$ cat src/rtl/mul_pkg.sv
// Shared definitions for the Booth multiplier: FSM state encoding and default width.
package mul_pkg;

    localparam int DEFAULT_WIDTH = 4;

    typedef enum logic [1:0] {
        IDLE = 2'd0,
        RUN  = 2'd1,
        DONE = 2'd2
    } state_t;

endpackage

$ cat src/rtl/booth_step.sv
// One radix-2 Booth iteration: conditional add/subtract of the multiplicand,
// then arithmetic right shift of the {A, Q, Q_-1} chain by one bit.
module booth_step #(
    parameter int WIDTH = 4
) (
    input  logic [WIDTH:0]   a,
    input  logic [WIDTH:0]   m,
    input  logic [WIDTH-1:0] q,
    input  logic             q_m1,
    output logic [WIDTH:0]   a_next,
    output logic [WIDTH-1:0] q_next,
    output logic             q_m1_next
);

    logic [WIDTH:0] sum;

    // Select A+M / A-M / A from the Booth pair, then shift the whole chain right.
    always_comb begin
        sum = a;
        case ({q[0], q_m1})
            2'b01:   sum = a + m;
            2'b10:   sum = a - m;
            default: sum = a;
        endcase
        a_next    = {sum[WIDTH], sum[WIDTH:1]};
        q_next    = {sum[0], q[WIDTH-1:1]};
        q_m1_next = q[0];
    end

endmodule

$ cat src/rtl/booth_multiplier.sv
// Sequential signed Booth multiplier: one Booth step per RUN cycle, result
// registered into P with a one-cycle done pulse when the operation retires.
module booth_multiplier
    import mul_pkg::*;
#(
    parameter int WIDTH = DEFAULT_WIDTH
) (
    input  logic                 clk,
    input  logic                 rst,
    input  logic                 start,
    input  logic [WIDTH-1:0]     M,
    input  logic [WIDTH-1:0]     Q,
    output logic [2*WIDTH-1:0]   P,
    output logic                 busy,
    output logic                 done
);

    localparam int CW = $clog2(WIDTH + 1);

    state_t             state_q, state_d;
    logic [WIDTH:0]     m_q;      // sign-extended multiplicand, so A-M cannot overflow
    logic [WIDTH:0]     a_q;
    logic [WIDTH-1:0]   q_q;
    logic               q_m1_q;
    logic [CW-1:0]      cnt_q;
    logic [2*WIDTH-1:0] p_q;
    logic               done_q;

    logic [WIDTH:0]     a_next;
    logic [WIDTH-1:0]   q_next;
    logic               q_m1_next;

    booth_step #(.WIDTH(WIDTH)) u_step (
        .a         (a_q),
        .m         (m_q),
        .q         (q_q),
        .q_m1      (q_m1_q),
        .a_next    (a_next),
        .q_next    (q_next),
        .q_m1_next (q_m1_next)
    );

    // State register.
    always_ff @(posedge clk) begin
        if (rst) state_q <= IDLE;
        else     state_q <= state_d;
    end

    // Next-state logic; RUN ends on the step that takes the counter to zero.
    always_comb begin
        state_d = state_q;
        case (state_q)
            IDLE:    if (start) state_d = RUN;
            RUN:     if (cnt_q == CW'(1)) state_d = DONE;
            DONE:    state_d = IDLE;
            default: state_d = IDLE;
        endcase
    end

    // Datapath: load operands on accept, step while running, publish result
    // on the edge leaving DONE so P never shows partial products.
    always_ff @(posedge clk) begin
        if (rst) begin
            m_q    <= '0;
            a_q    <= '0;
            q_q    <= '0;
            q_m1_q <= 1'b0;
            cnt_q  <= '0;
            p_q    <= '0;
            done_q <= 1'b0;
        end else begin
            done_q <= 1'b0;
            case (state_q)
                IDLE: begin
                    if (start) begin
                        m_q    <= {M[WIDTH-1], M};
                        q_q    <= Q;
                        a_q    <= '0;
                        q_m1_q <= 1'b0;
                        cnt_q  <= CW'(WIDTH);
                    end
                end
                RUN: begin
                    a_q    <= a_next;
                    q_q    <= q_next;
                    q_m1_q <= q_m1_next;
                    cnt_q  <= cnt_q - CW'(1);
                end
                DONE: begin
                    p_q    <= {a_q[WIDTH-1:0], q_q};
                    done_q <= 1'b1;
                end
                default: ;
            endcase
        end
    end

    assign P    = p_q;
    assign done = done_q;
    assign busy = (state_q == RUN) || (state_q == DONE);

endmodule

$ cat config.mk
export PLATFORM = sky130hd
export DESIGN_NAME = booth_multiplier
export DESIGN_NICKNAME = d
export VERILOG_FILES = /design/src/rtl/mul_pkg.sv /design/src/rtl/booth_step.sv /design/src/rtl/booth_multiplier.sv
export SDC_FILE = /design/constraint.sdc
export NUM_CORES = 1
export LEC_CHECK = 0
export ABC_AREA = 1
export CAP_MARGIN = 20
export CORE_MARGIN = 1
export CORE_UTILIZATION = 57
export CTS_CLUSTER_SIZE = 24
export DETAILED_ROUTE_END_ITERATION = 8
export PLACE_DENSITY_LB_ADDON = 0.1
export SETUP_SLACK_MARGIN = 0.4
export SYNTH_ARGS = -nofsm -noshare
export SYNTH_HDL_FRONTEND = slang
export SYNTH_SLANG_ARGS = --single-unit
export TNS_END_PERCENT = 100
$ cat constraint.sdc
create_clock -name clk -period 4.8 [get_ports clk]
set_input_delay 0.96 -clock clk [delete_from_list [all_inputs] [get_ports clk]]
set_output_delay 0.96 -clock clk [all_outputs]
set_load 0.1 [all_outputs]
Word level (Yosys, flattened, before mapping) --
Index checks and enable logic that the tools add are counted.
Word-level totals: logic and storage cells 37, input port bits 11, bits in registers 28
Cells by class: reduce and logical (&&, ||, !) cells 6, add/sub/neg operators 3, muxes and demuxes 13, eq/ne operators 7
Operator list (number):
- case mux 5 bit (2 select lines) | 2
- case mux 4 bit (2 select lines) | 1
- case mux 3 bit (2 select lines) | 1
- AND reduction 2 bit | 3
- adder 5 bit | 1
- two-way mux 5 bit | 1
- subtractor 5 bit | 1
- == test 2 x 1 -> 1 bit, second input constant | 2
- == test 2 bit, second input constant | 2
- two-way mux 2 bit | 2
- two-way mux 4 bit | 1
- != test 2 bit, second input constant | 2
- case mux 2 bit (2 select lines) | 1
- == test 3 x 1 -> 1 bit, second input constant | 1
- two-way mux 3 bit | 1
- subtractor 3 x 1 -> 3 bit, second input constant | 1
- logical NOT 2 bit | 1
- two-way mux 1 bit | 2
- case mux 1 bit (2 select lines) | 1
- nonzero test 2 bit | 1
- logical OR 1 bit | 1

Depth between registers and ports, before layout --
Gate-level depths: netlist of run 1.
word-level depth 3, depth in mapped cells 14, mapped depth without buffers 14

Cells and area by module --
Synthesis of run 1 repeated with hierarchy kept, for this count alone.
Second synthesis, totals: cells, all modules 223, area, all modules 1592.8 µm²
Modules (own cells, without submodules):
- booth_multiplier | times used 1, cells an instance 156, sequential area each 560.5 µm², area an instance 1217.4 µm²
- booth_step | times used 1, cells an instance 67, sequential area each 0.0 µm², area an instance 375.4 µm²

Least setup slack after synthesis of run 1 --
OpenSTA, ideal clock, no wires.
path type reg2out, start register state_q[1], end output busy, arrival 1216 ps, cell stages (with the launch flop) 3, data required time 3840 ps, setup slack 2624 ps, path buffers 0, cell sequence dfxtp_1 inv_1 ha_1
On the way: longest elaborated chain between the ends 2, elaborated cells on any way between the ends 3, classes of those cells eq/ne: 2; reduce/logical: 1
Ends and longest elaborated chain:
- start, declared | line booth_multiplier.sv:20 | state_t state_q, state_d;
- start signal, assigned | line booth_multiplier.sv:46 | else state_q <= state_d;
- == test 2 x 1 -> 1 bit or == test 2 bit (tied branches) | line booth_multiplier.sv:100 | assign busy = (state_q == RUN) || (state_q == DONE);
- logical OR 1 bit (*) | line booth_multiplier.sv:100
- end, declared | line booth_multiplier.sv:14 | output logic busy,
Every way passes the cells marked *; elsewhere a longest branch is shown, timed or not.

Worst setup path after layout of run 1 --
Ends and elaborated chain as after synthesis.

==> results of run 1 <==
[power groups by stage]
| stage | clock [µW] | sequential (µW) | combinational (µW) |
|---|---|---|---|
| global route | 112 | 341 | 787 |
| CTS | 106 | 334 | 711 |
| detailed placement | 0 | 339 | 709 |
| finish | 102 | 335 | 712 |
| global placement | 0 | 334 | 685 |
| floorplan | 0 | 498 | 407 |
[through the flow]
stage,util,total power (µW)
2_1_floorplan,-,905
3_3_place_gp,0.714,1020
3_5_place_dp,0.714,1050
4_1_cts,0.727,1150
5_1_grt,0.727,1240
6_report,0.727,1150
[worst reg2reg max path, cell delays in order (launching register included)]
cell      delay, ns
dfxtp_1        0.43
ha_1           0.32
o21ai_0        0.19
fa_1           0.44
inv_1          0.11
nor2_1         0.06
o21ai_0        0.18
o211ai_1       0.12
a21oi_1        0.13
[routing by layer]
layer	up-vias	track usage	routed length (µm)
met5	-	0	0
met4	0	0.0901	37
met3	5	0.0585	98
met2	18	0.481	1500
met1	594	0.299	1420
li1	676	-	-
[flip-flops by register name, indices dropped and copies added, names as in the netlist]
name     cells
a_q          4
done         1
state_q      2
cnt_q        3
q_q          4
m_q          4
P            8
q_m1_q       1
[cells in the final DEF (no fill, tap or decap)]
master           count
inv_1               29
dfxtp_1             27
nand3_1              9
o21ai_1              3
inv_2                3
a22oi_1              1
nand2_1             34
xor2_1               2
clkinvlp_4           1
o22ai_1              1
fa_1                 1
a211oi_1             1
nand2_2              1
a21oi_1             21
nor2_4               1
o21ai_0             19
ha_1                11
a31oi_1              4
o21ai_2              1
inv_4                1
nor2_1              21
clkbuf_4             3
o211ai_1             1
clkdlybuf4s50_1     20
[path summary, 6_finish.rpt]
check | startpoint | to | slack (ns) | cells past startpoint
setup / recovery | state_q[1]$_SDFFE_PP0P_ | busy | 1.64 | 3
setup reg to reg | q_q[0]$_SDFFE_PP0P_ | a_q[1]$_SDFFE_PP0P_ | 2.77 | 8
hold reg to reg | q_m1_q$_SDFFE_PP0P_ | q_m1_q$_SDFFE_PP0P_ | 0.48 | 2
hold / removal | q_m1_q$_SDFFE_PP0P_ | q_m1_q$_SDFFE_PP0P_ | 0.48 | 2
[layout make-up]
cell class	instances	area, µm²
clock buffer	3	22.5
clock inverter	1	7.51
fill	179	622
inverter	33	126
multi-input combinational	132	722
sequential	27	541
tap	28	35.0
timing repair buffer	20	200
[kinds of logic (layout without fill, tap and decap cells)]
| kind of cell | count (synthesis) | in the layout |
|---|---|---|
| DFF | 27 | 27 |
| AOI/OAI and AO/OA | 52 | 52 |
| xor gates and xnor gates | 2 | 2 |
| buffers and inverters | 37 | 57 |
| and+or+nand+nor | 66 | 66 |
| adders and majority gates | 12 | 12 |
==> flow_summary.yaml, run 1 <==
route:
  drtAntennaViolNets: 0
  vias: 1293
  drtIter0Drc: 27
  firstDrtPassIters: 4
  drt-wirelength-per-cell_um: 12.5
  viasPerCell: 5.30
  drc: 0
  postRouteWirelength_um: 3050
placed_design:
  dpl_cell_area_mm2: 0.00162
  gp_congestion: 0.826
  pre_cts_slack_ns: 2.01
  dp_hpwl_um: 2280
  post-place-cells: 240
  portBuffers: 20
power:
  comb_power_share: 0.620
  switchingPower_uw: 622
  p_per_area_mw_per_mm2: 695
  p_leak_uw: 0.000735
  clockPowerShare: 0.089
  switching_share: 0.541
  p_int_uw: 528
  p_seq_frac: 0.292
  ir_drop_v: 0.000508
yosys:
  synth_top_family_by_area: "compound AO/OA/AOI/OAI gates"
  synth_nets: 219
  yosys.area.top_type: "dfxtp_1"
  synth_warnings: 0
  synthArstFlopShare: 0
  yosysMostFrequentCell: "nand2_1"
  synth_compound_area_frac: 0.197
  muxShareOfSynthArea: 0
  synth_adder_area_share: 0.112
  synth_edf_count: 0
  synthSimpleGateAreaFrac: 0.191
  synth_xor_area_frac: 0.0124
  synth_flop_cell: "dfxtp_1"
  synthCells: 196
  synthesis.area_mm2: 0.00141
  avgSynthCellArea_um2: 7.20
  yosys-top-cells-count: "nand2_1 (34), inv_1 (29), dfxtp_1 (27), a21oi_1 (21), nor2_1 (21)"
  yosysTopAreaCellShare: 0.383
  synth.distinct_cells: 23
  synth_area_leaders: "dfxtp_1 (38%), ha_1 (9.8%), nand2_1 (9.0%)"
  yosysSeqAreaShare: 0.383
  ys_ff_latch: 27
clock_network:
  cts.repair.resized: 0
  cts.path.max_buffers: 2
  clk_latency_ns: 0.33
  cts_setup_buffers: 0
  hold_buffers: 0
  cts_buffers: 3
  ctsHtreeMaxLevel: 1
  cts_sinks: 27
  cts_root_buffer: "clkbuf_4"
  path_clk_slew_ns: 0.14
  cts_tree: "built"
layout:
  syn2layout_area_growth_pct: 17.2
  fin_cells: 244
  design_area_mm2: 0.00165
  antenna_cells: 0
  layout-drive-gt1-share: 0.0509
  fin_nets: 240
setup_path:
  critPathTopFamily: "buffers and inverters"
  worst_ep_arrival_time_ns: 2.20
  startpoint_type: "flop"
  critPathBufInv: 2
  required_ns: 3.84
  cpMaxStageDelayCell: "clkdlybuf4s50_1"
  crit_fanout: 3
  critical_path_class: "flop to output pin"
  critical-path-max-stage-delay_ns: 1.12
  end_kind: "output pin"
  cp_cell_sequence: "inv_1 > ha_1 > clkdlybuf4s50_1"
timing:
  layout_worst_path_cycle_share: 0.658
  clock_skew_ns: 0.00677
  period_needed_ns: 3.16
  tns_ns: 0
  slew_viol_final: 0
  fmax_mhz: 316
  timing.hold.ws_ns: 0.482
  hold_violations: 0
  worst_slack_ns: 1.64
  rsz0062_at_grt: "no"
  setup_viol_count_final: 0
  worst_pin_slew_ns: 0.969
  relSlewSlack: 0.352
flow_run:
  drv_cap: 0
grt:
  antenna_found_initial: 0
  grt_overflow_total: 0
  grt_start_max_net_pins: 18
  grt_pass1_wl_um: 5200
  grt_pass1_vias: 1206
  grt_usage: 0.264
die:
  die_h_um: 51.8
  die_w_um: 51.8
  start_util: 0.620
  die_area_mm2: 0.00268
  core_mm2: 0.00228
  row_count: 17
  io_pins: 21
hold_path:
  hp-class: "flop to flop"
outcome:
  outcome: "completed"
Power figures use the tool's default switching activity.
==> run 2: changes to the inputs <==
--- a/config.mk
+++ b/config.mk
@@ -8,7 +8,7 @@
 export ABC_AREA = 1
 export CAP_MARGIN = 20
 export CORE_MARGIN = 1
-export CORE_UTILIZATION = 57
+export CORE_UTILIZATION = 53
 export CTS_CLUSTER_SIZE = 24
 export DETAILED_ROUTE_END_ITERATION = 8
 export PLACE_DENSITY_LB_ADDON = 0.1
==> constraint.sdc (replaced) <==
create_clock -name clk -period 3 [get_ports clk]
set_input_delay 0.6 -clock clk [delete_from_list [all_inputs] [get_ports clk]]
set_output_delay 0.6 -clock clk [all_outputs]
set_load 0.1 [all_outputs]
==> run 2 against run 1 <==
Register-to-register slack worse by 1.8 ns. Setup slack got worse by 0.71 ns. Global-route usage fell by 2.9 points. Core utilization shrank 7.4 points. Hold slack worse by 0.0069 ns. Via count is 0.85% higher. Final cell count is 0.82% higher. Clock power grew 68%. Routed wire length is 2.3% higher. Sequential power grew 60%. Critical path depth up 10.
==> flow_summary.yaml, run 2 (synthesis gave the netlist of run 1 again) <==
timing:
  clock_skew_ns: 0.0153
  slew_viol_final: 0
  layout_worst_path_cycle_share: 0.692
  period_needed_ns: 2.07
  setup_viol_count_final: 0
  relSlewSlack: 0.661
  tns_ns: 0
  timing.hold.ws_ns: 0.475
  rsz0062_at_grt: "no"
  worst_slack_ns: 0.925
  hold_violations: 0
  worst_pin_slew_ns: 0.509
  fmax_mhz: 482
route:
  drtIter0Drc: 26
  postRouteWirelength_um: 3120
  drtAntennaViolNets: 0
  vias: 1304
  drt-wirelength-per-cell_um: 12.7
  firstDrtPassIters: 4
  viasPerCell: 5.30
  drc: 0
layout:
  fillers: 237
  antenna_cells: 0
  final_cell_mix: "nand2_1 (34), inv_1 (29), dfxtp_1 (27)"
  syn2layout_area_growth_pct: 15.6
  seqCellArea_um2: 541
  layout_commonest_cell: "nand2_1"
  largest_reg_flops: 8
  multi_input_area_um2: 722
  layout-drive-gt1-share: 0.0972
  fin_nets: 240
power:
  p_per_area_mw_per_mm2: 1130
  p_int_uw: 831
  clockPowerShare: 0.093
  total_power_uw: 1840
  p_leak_uw: 0.000754
  switching_share: 0.549
  switchingPower_uw: 1010
  ir_drop_v: 0.00105
  p_seq_frac: 0.290
  comb_power_share: 0.617
die:
  io_pins: 21
  die_w_um: 53.6
  die_h_um: 53.6
  core_mm2: 0.00250
  row_count: 18
  start_util: 0.565
  die_area_mm2: 0.00287
grt:
  antenna_found_initial: 0
  grt_overflow_total: 0
  grt_usage: 0.235
  grt_pass1_vias: 1157
  grt_pass1_wl_um: 4890
  grt_start_max_net_pins: 18
placed_design:
  portBuffers: 20
  pre_cts_slack_ns: 0.990
  gp_congestion: 0.838
  dp_hpwl_um: 2370
flow_run:
  drv_cap: 0
setup_path:
  required_ns: 3.29
  critical-path-max-stage-delay_ns: 0.36
  cpMaxStageDelayCell: "dfxtp_1"
  crit_fanout: 7
  cp_cell_sequence: "inv_1 > ha_1 > a31oi_1 > xor2_1 > inv_1 > ha_1 > nand2_1 > nand2_1 > a21oi_1 > nand3_1 > nand3_1 > nand2_1 > inv_1"
  startpoint_type: "flop"
  critical_path_class: "flop to flop"
  end_kind: "flop"
  worst_ep_arrival_time_ns: 2.37
clock_network:
  cts.path.max_buffers: 2
  path_clk_slew_ns: 0.17
  cts_root_buffer: "clkbuf_4"
  cts_tree: "built"
  cts_buffers: 3
  cts.repair.resized: 0
  clk_latency_ns: 0.34
  ctsHtreeMaxLevel: 1
  cts_sinks: 27
  cts_setup_buffers: 0
  hold_buffers: 0
outcome:
  outcome: "completed"
hold_path:
  hp-class: "flop to flop"
-- run 2: worst max-delay path, delay by kind of cell (launching register included) --
family                   cells  cell delay, ns
AO/OA/AOI/OAI                2            0.35
adder cells (fa/ha/maj)      2            0.61
AND/OR/NAND/NOR              5            0.39
buffers and inverters        3            0.15
flip-flops                   1            0.36
XOR/XNOR                     1            0.16
-- run 2: path summary, 6_finish.rpt --
check / start / to / slack [ns] / cells after the start
worst max-delay path: q_m1_q$_SDFFE_PP0P_ / a_q[3]$_SDFFE_PP0P_ / 0.93 / 13
worst max register to register: q_m1_q$_SDFFE_PP0P_ / a_q[3]$_SDFFE_PP0P_ / 0.93 / 13
worst min register to register: q_m1_q$_SDFFE_PP0P_ / q_m1_q$_SDFFE_PP0P_ / 0.48 / 2
worst min-delay path: q_m1_q$_SDFFE_PP0P_ / q_m1_q$_SDFFE_PP0P_ / 0.48 / 2
-- run 2: through the flow --
stage | std cells | utilization | instance area (µm²)
after floorplan | 196 | - | 1410
after CTS | 246 | 0.653 | 1630
final | 246 | 0.653 | 1630
after global placement | 242 | 0.641 | 1600
after detailed placement | 242 | 0.641 | 1600
after global routing | 246 | 0.653 | 1630
-- run 2: area by class of cell --
cell class,count,area share
clock buffer,3,0.0138
sequential,27,0.331
inverter,33,0.0775
tap,30,0.0230
timing repair buffer,20,0.107
multi-input combinational,132,0.442
clock inverter,1,0.00460
-- run 2: per-layer routing --
layer | vias to the layer above | part of all wire | global-route usage
li1 | 674 | - | -
met1 | 605 | 0.45 | 0.273
met2 | 21 | 0.52 | 0.448
met3 | 4 | 0.029 | 0.0254
met4 | 0 | 0.0064 | 0.0658
met5 | - | 0 | 0
-- run 2: power groups by stage --
stage                     sequential [µW]  combinational (µW)  clock (µW)
after detailed placement              543                1130           0
after CTS                             535                1140         175
final                                 535                1140         171
after global routing                  548                1240         183
after floorplan                       796                 651           0
after global placement                539                1090           0
